===== src/rtl/lectura_rtc.sv =====
// lectura_rtc: six-register RTC read sequencer over the multiplexed AD bus
module lectura_rtc #(
    parameter int T_PH  = 4,
    parameter int W_CNT = 4
) (
    input  logic       clk,
    input  logic       reset,
    input  logic       start,
    input  logic [7:0] ad_in,
    output logic       busy,
    output logic       done,
    output logic       cs_n,
    output logic       rd_n,
    output logic       wr_n,
    output logic       a_d,
    output logic [7:0] ad_out,
    output logic       ad_oe,
    output logic [7:0] seg,
    output logic [7:0] min,
    output logic [7:0] hora,
    output logic [7:0] dia,
    output logic [7:0] mes,
    output logic [7:0] anio
);
    typedef enum logic [2:0] {IDLE, A_SET, A_STB, A_HLD, D_SET, D_STB, D_HLD, FIN} state_t;
    localparam logic [W_CNT-1:0] LAST = W_CNT'(T_PH - 1);
    state_t state, next;
    logic [W_CNT-1:0] cnt;
    logic [2:0] idx;
    logic [7:0] regs [6];
    logic [7:0] addr;
    logic last, timed;
    assign timed = state != IDLE && state != FIN;
    assign last  = cnt == LAST;
    // Next-state: each bus sub-phase advances after T_PH cycles, six reads then FIN
    always_comb begin
        next = state;
        case (state)
            IDLE:    next = start ? A_SET : IDLE;
            A_SET:   next = last ? A_STB : A_SET;
            A_STB:   next = last ? A_HLD : A_STB;
            A_HLD:   next = last ? D_SET : A_HLD;
            D_SET:   next = last ? D_STB : D_SET;
            D_STB:   next = last ? D_HLD : D_STB;
            D_HLD:   next = !last ? D_HLD : (idx == 3'd5 ? FIN : A_SET);
            FIN:     next = IDLE;
            default: next = IDLE;
        endcase
    end
    // Bus outputs decoded from state; address table indexed by register slot
    always_comb begin
        addr = idx == 3'd0 ? 8'h21 :
               idx == 3'd1 ? 8'h22 :
               idx == 3'd2 ? 8'h23 :
               idx == 3'd3 ? 8'h24 :
               idx == 3'd4 ? 8'h25 : 8'h26;
        cs_n   = !timed;
        a_d    = !(state inside {A_SET, A_STB, A_HLD});
        ad_oe  = !a_d;
        ad_out = ad_oe ? addr : 8'h00;
        wr_n   = state != A_STB;
        rd_n   = state != D_STB;
        busy   = state != IDLE;
        done   = state == FIN;
    end
    // State, phase counter, register index and captured data
    always_ff @(posedge clk) begin
        if (!reset) begin
            state <= IDLE;
            cnt   <= '0;
            idx   <= '0;
            for (int i = 0; i < 6; i++) regs[i] <= 8'h00;
        end else begin
            state <= next;
            cnt   <= (next != state || !timed) ? '0 : cnt + 1'b1;
            idx   <= (state == IDLE || state == FIN) ? 3'd0 :
                     (state == D_HLD && last && idx != 3'd5) ? idx + 1'b1 : idx;
            if (state == D_STB && last) regs[idx] <= ad_in;
        end
    end
    assign seg  = regs[0];
    assign min  = regs[1];
    assign hora = regs[2];
    assign dia  = regs[3];
    assign mes  = regs[4];
    assign anio = regs[5];
endmodule


===== config.mk =====
export PLATFORM = sky130hd
export DESIGN_NAME = lectura_rtc
export DESIGN_NICKNAME = d
export VERILOG_FILES = /design/src/rtl/lectura_rtc.sv
export SDC_FILE = /design/constraint.sdc
export NUM_CORES = 1
export LEC_CHECK = 0
export BUFFER_PORTS_ARGS = -buffer_cell sky130_fd_sc_hd__buf_2
export CORE_ASPECT_RATIO = 0.7
export CORE_MARGIN = 8
export CORE_UTILIZATION = 47
export DETAILED_ROUTE_END_ITERATION = 12
export PLACE_DENSITY = 0.76
export SYNTH_ARGS = -nofsm -noshare
export SYNTH_HDL_FRONTEND = slang
export SYNTH_SLANG_ARGS = --single-unit

===== constraint.sdc =====
create_clock -name clk -period 2.5 [get_ports clk]
set_clock_uncertainty 0.1 [all_clocks]
set_input_delay 0.125 -clock clk [delete_from_list [all_inputs] [get_ports clk]]
set_output_delay 0.125 -clock clk [all_outputs]
set_load 0.03 [all_outputs]

==> impl_metrics.tcl <==
set metrics [dict create \
    run_status "finished clean" \
    drt-initial-drc-count 103 \
    most_frequent_cells_in_the_layout "69 x sky130_fd_sc_hd__buf_2, 49 x sky130_fd_sc_hd__and2_1, 48 x sky130_fd_sc_hd__edfxtp_1" \
    comb_power_share 0.093 \
    tritoncts.num_buffers 9 \
    area_delta_synth_final_pct 24.4 \
    cts-root-to-sink-buffers 2 \
    synth-main-ff-cell "sky130_fd_sc_hd__edfxtp_1" \
    grt.total_usage 0.144 \
    adder_cell_share_of_the_synthesized_area 0.0236 \
    synthDistinctLibCells 39 \
    grt_start_max_net_pins 16 \
    clock_power_share 0.395 \
    rows 23 \
    postLayoutCoreUtil 0.591 \
    max_freq_mhz 448 \
    power.density_cell_area_nw_per_um2 645 \
    remaining_drcs 0 \
    clock_insertion_delay_at_the_later_pin_of_the_skew_report_ps 320 \
    grt_antenna_before_repair 0 \
    cts_setup_buffers 0 \
    ys_async_sr_fraction 0 \
    timing.critical_path.to_type "flip-flop" \
    share_of_total_power_consumed_by_net_switching 0.233 \
    io-pin-count 74 \
    global_route.usage.met1 0.173 \
    routed-via-count 1849 \
    synthesis.instances 209 \
    place_congestion 0.784 \
    dieArea_um2 8350 \
    cts.root.buffer_cell "sky130_fd_sc_hd__clkbuf_8" \
    static-leakage-power_nw 1.38 \
    clk_pin_slew_worst_paths_ps 60 \
    drt-pass1-iter-count 4 \
    global_route_wire_length_before_repair_um 9310 \
    grt_setup_unrepaired "no" \
    drt_wl_total_um 5820 \
    tritoncts_num_sinks 58 \
    vdd_drop_max_v 0.000425 \
    reg2regPathDepth 5 \
    slew_viol_final 0 \
    cp.required_ps 2430 \
    htree_levels 3 \
    path_class "reg -> reg" \
    grt_use_met2 0.222 \
    timing.final.crit_period_ps 2230 \
    hold_crit_depth 2 \
    mostFrequentLayoutCell "sky130_fd_sc_hd__buf_2" \
    area_fraction_in_compound_gates_after_synthesis 0.0523 \
    grt_busiest_layer "met2" \
    power.sequential.fraction 0.511 \
    timing.final.setup_violations 0 \
    cts_tree "done" \
    antenna_left 0 \
    die_width_um 106 \
    critical_path_arrival_ps 2160 \
    avgSynthCellArea_um2 12.7 \
    postCtsResizedCells 0 \
    groute.layer.met3.usage 0.0695 \
    hold_path.class "in -> reg" \
    post_synth_instance_area_um2 2650 \
    finalHoldViolCount 0 \
    p_int_mw 1.63 \
    initial_utilization 0.475 \
    critical_path.max_fanout 8 \
    switchingPower_uw 496 \
    min_period_over_period 0.893 \
    route.detailed.wl_per_inst_um 15.7 \
    seq_area_frac_synth 0.619 \
    tns_ps 0 \
    coreArea_um2 5580 \
    timing.critical_path.from_type "flip-flop" \
    yosys_warnings 0 \
    synth.mux.area_fraction 0.00377 \
    post_route_cells_drive_above_1_share 0.353 \
    dp_hpwl_um 4510 \
    insertedDiodeCount 0 \
    cts_hold_buf 0 \
    fp.dieH_um 78.9 \
    yosys.area_share.simple 0.257 \
    grt_overflow 0 \
    synth-edff-count 48 \
    total_power_mw 2.13 \
    port_bufs 69 \
    synth_xor_area_frac 0.00330 \
    vias_per_cell 5.00 \
    num-nets-final 306 \
    synth_top_family_by_area "simple AND/OR/NAND/NOR gates" \
    grt_pass1_vias 1852 \
    cap_viol_max_count 0 \
    ys_seq_elements 58 \
]
-- cells by family (layout without fill, tap and decap cells) --
kind of cell / after synthesis / after routing
and+or+nand+nor: 100 / 100
DFF: 58 / 58
AOI/OAI and AO/OA: 24 / 24
buffers and inverters: 19 / 102
adders and majority gates: 5 / 5
other: 1 / 4
xor gates and xnor gates: 1 / 1
muxes: 1 / 1
-- cell type report --
class / count / area (µm²)
Fill cell: 462 / 2280
Clock buffer: 13 / 159
Clock inverter: 3 / 38.8
Inverter: 6 / 22.5
Timing Repair Buffer: 80 / 428
Tap cell: 75 / 93.8
Multi-Input combinational cell: 135 / 917
Sequential cell: 58 / 1640
-- layer usage --
metal	up-vias	share of wire
met4	0	0.015
met3	9	0.10
met1	872	0.43
met5	-	0
li1	902	-
met2	66	0.45
-- stage by stage --
step / setup WS [ps] / hold WS (ps) / std cells / area, µm²
after floorplan: 91.9 / 172 / 212 / 2670
after global placement: 353 / 340 / 354 / 3100
after detailed placement: 293 / 361 / 354 / 3100
after CTS: 268 / 50.1 / 370 / 3300
after global routing: 134 / 80.0 / 370 / 3300
final: 268 / 81.0 / 370 / 3300
-- worst paths after layout --
check | startpoint | endpoint | slack [ps]
max reg2reg | cnt[0] | regs[2][3] | 270
min | reset | state[2] | 80
min reg2reg | cnt[0] | cnt[0] | 360
max | cnt[0] | regs[2][3] | 270
-- cells in the mapped netlist, types with 2 or more instances --
master,number,area [µm²]
sky130_fd_sc_hd__edfxtp_1,48,1440
sky130_fd_sc_hd__buf_4,5,37.5
sky130_fd_sc_hd__o21ai_1,8,40.0
sky130_fd_sc_hd__dfxtp_1,10,200
sky130_fd_sc_hd__or3_1,3,18.8
sky130_fd_sc_hd__o21ai_0,2,10.0
sky130_fd_sc_hd__clkbuf_1,5,18.8
sky130_fd_sc_hd__a21oi_1,7,35.0
sky130_fd_sc_hd__a21o_1,2,15.0
sky130_fd_sc_hd__nand4_1,4,25.0
sky130_fd_sc_hd__nor3_1,5,25.0
sky130_fd_sc_hd__and2_1,49,307
sky130_fd_sc_hd__inv_1,5,18.8
sky130_fd_sc_hd__o31ai_1,2,15.0
sky130_fd_sc_hd__ha_1,5,62.6
sky130_fd_sc_hd__a211oi_1,2,15.0
sky130_fd_sc_hd__nor2_1,8,30.0
sky130_fd_sc_hd__nand2b_1,5,31.3
sky130_fd_sc_hd__buf_6,2,22.5
sky130_fd_sc_hd__nor4_4,5,106
sky130_fd_sc_hd__nand3_1,4,20.0
sky130_fd_sc_hd__nand2_1,6,22.5
-- power by group through the flow --
| stage | Combinational [mW] | Sequential (mW) | Clock [mW] |
|---|---|---|---|
| 2_1_floorplan | 0.0637 | 1.18 | 0 |
| 3_3_place_gp | 0.198 | 1.11 | 0 |
| 4_1_cts | 0.201 | 1.09 | 0.861 |
| 5_1_grt | 0.212 | 1.09 | 0.901 |
| 3_5_place_dp | 0.201 | 1.11 | 0 |
| 6_report | 0.199 | 1.09 | 0.842 |
-- sequential cells by signal, summed over array words and instances (netlist names) --
register,count
cnt,4
state,3
regs,48
idx,3
-- worst max-delay path: stages, from the launching register on --
cell and delay, ps:
sky130_fd_sc_hd__dfxtp_1 360, sky130_fd_sc_hd__ha_1 200, sky130_fd_sc_hd__or3b_1 500, sky130_fd_sc_hd__or3_1 420, sky130_fd_sc_hd__o21ai_1 160, sky130_fd_sc_hd__buf_4 190
No activity file was read; power rests on OpenSTA's default activity.
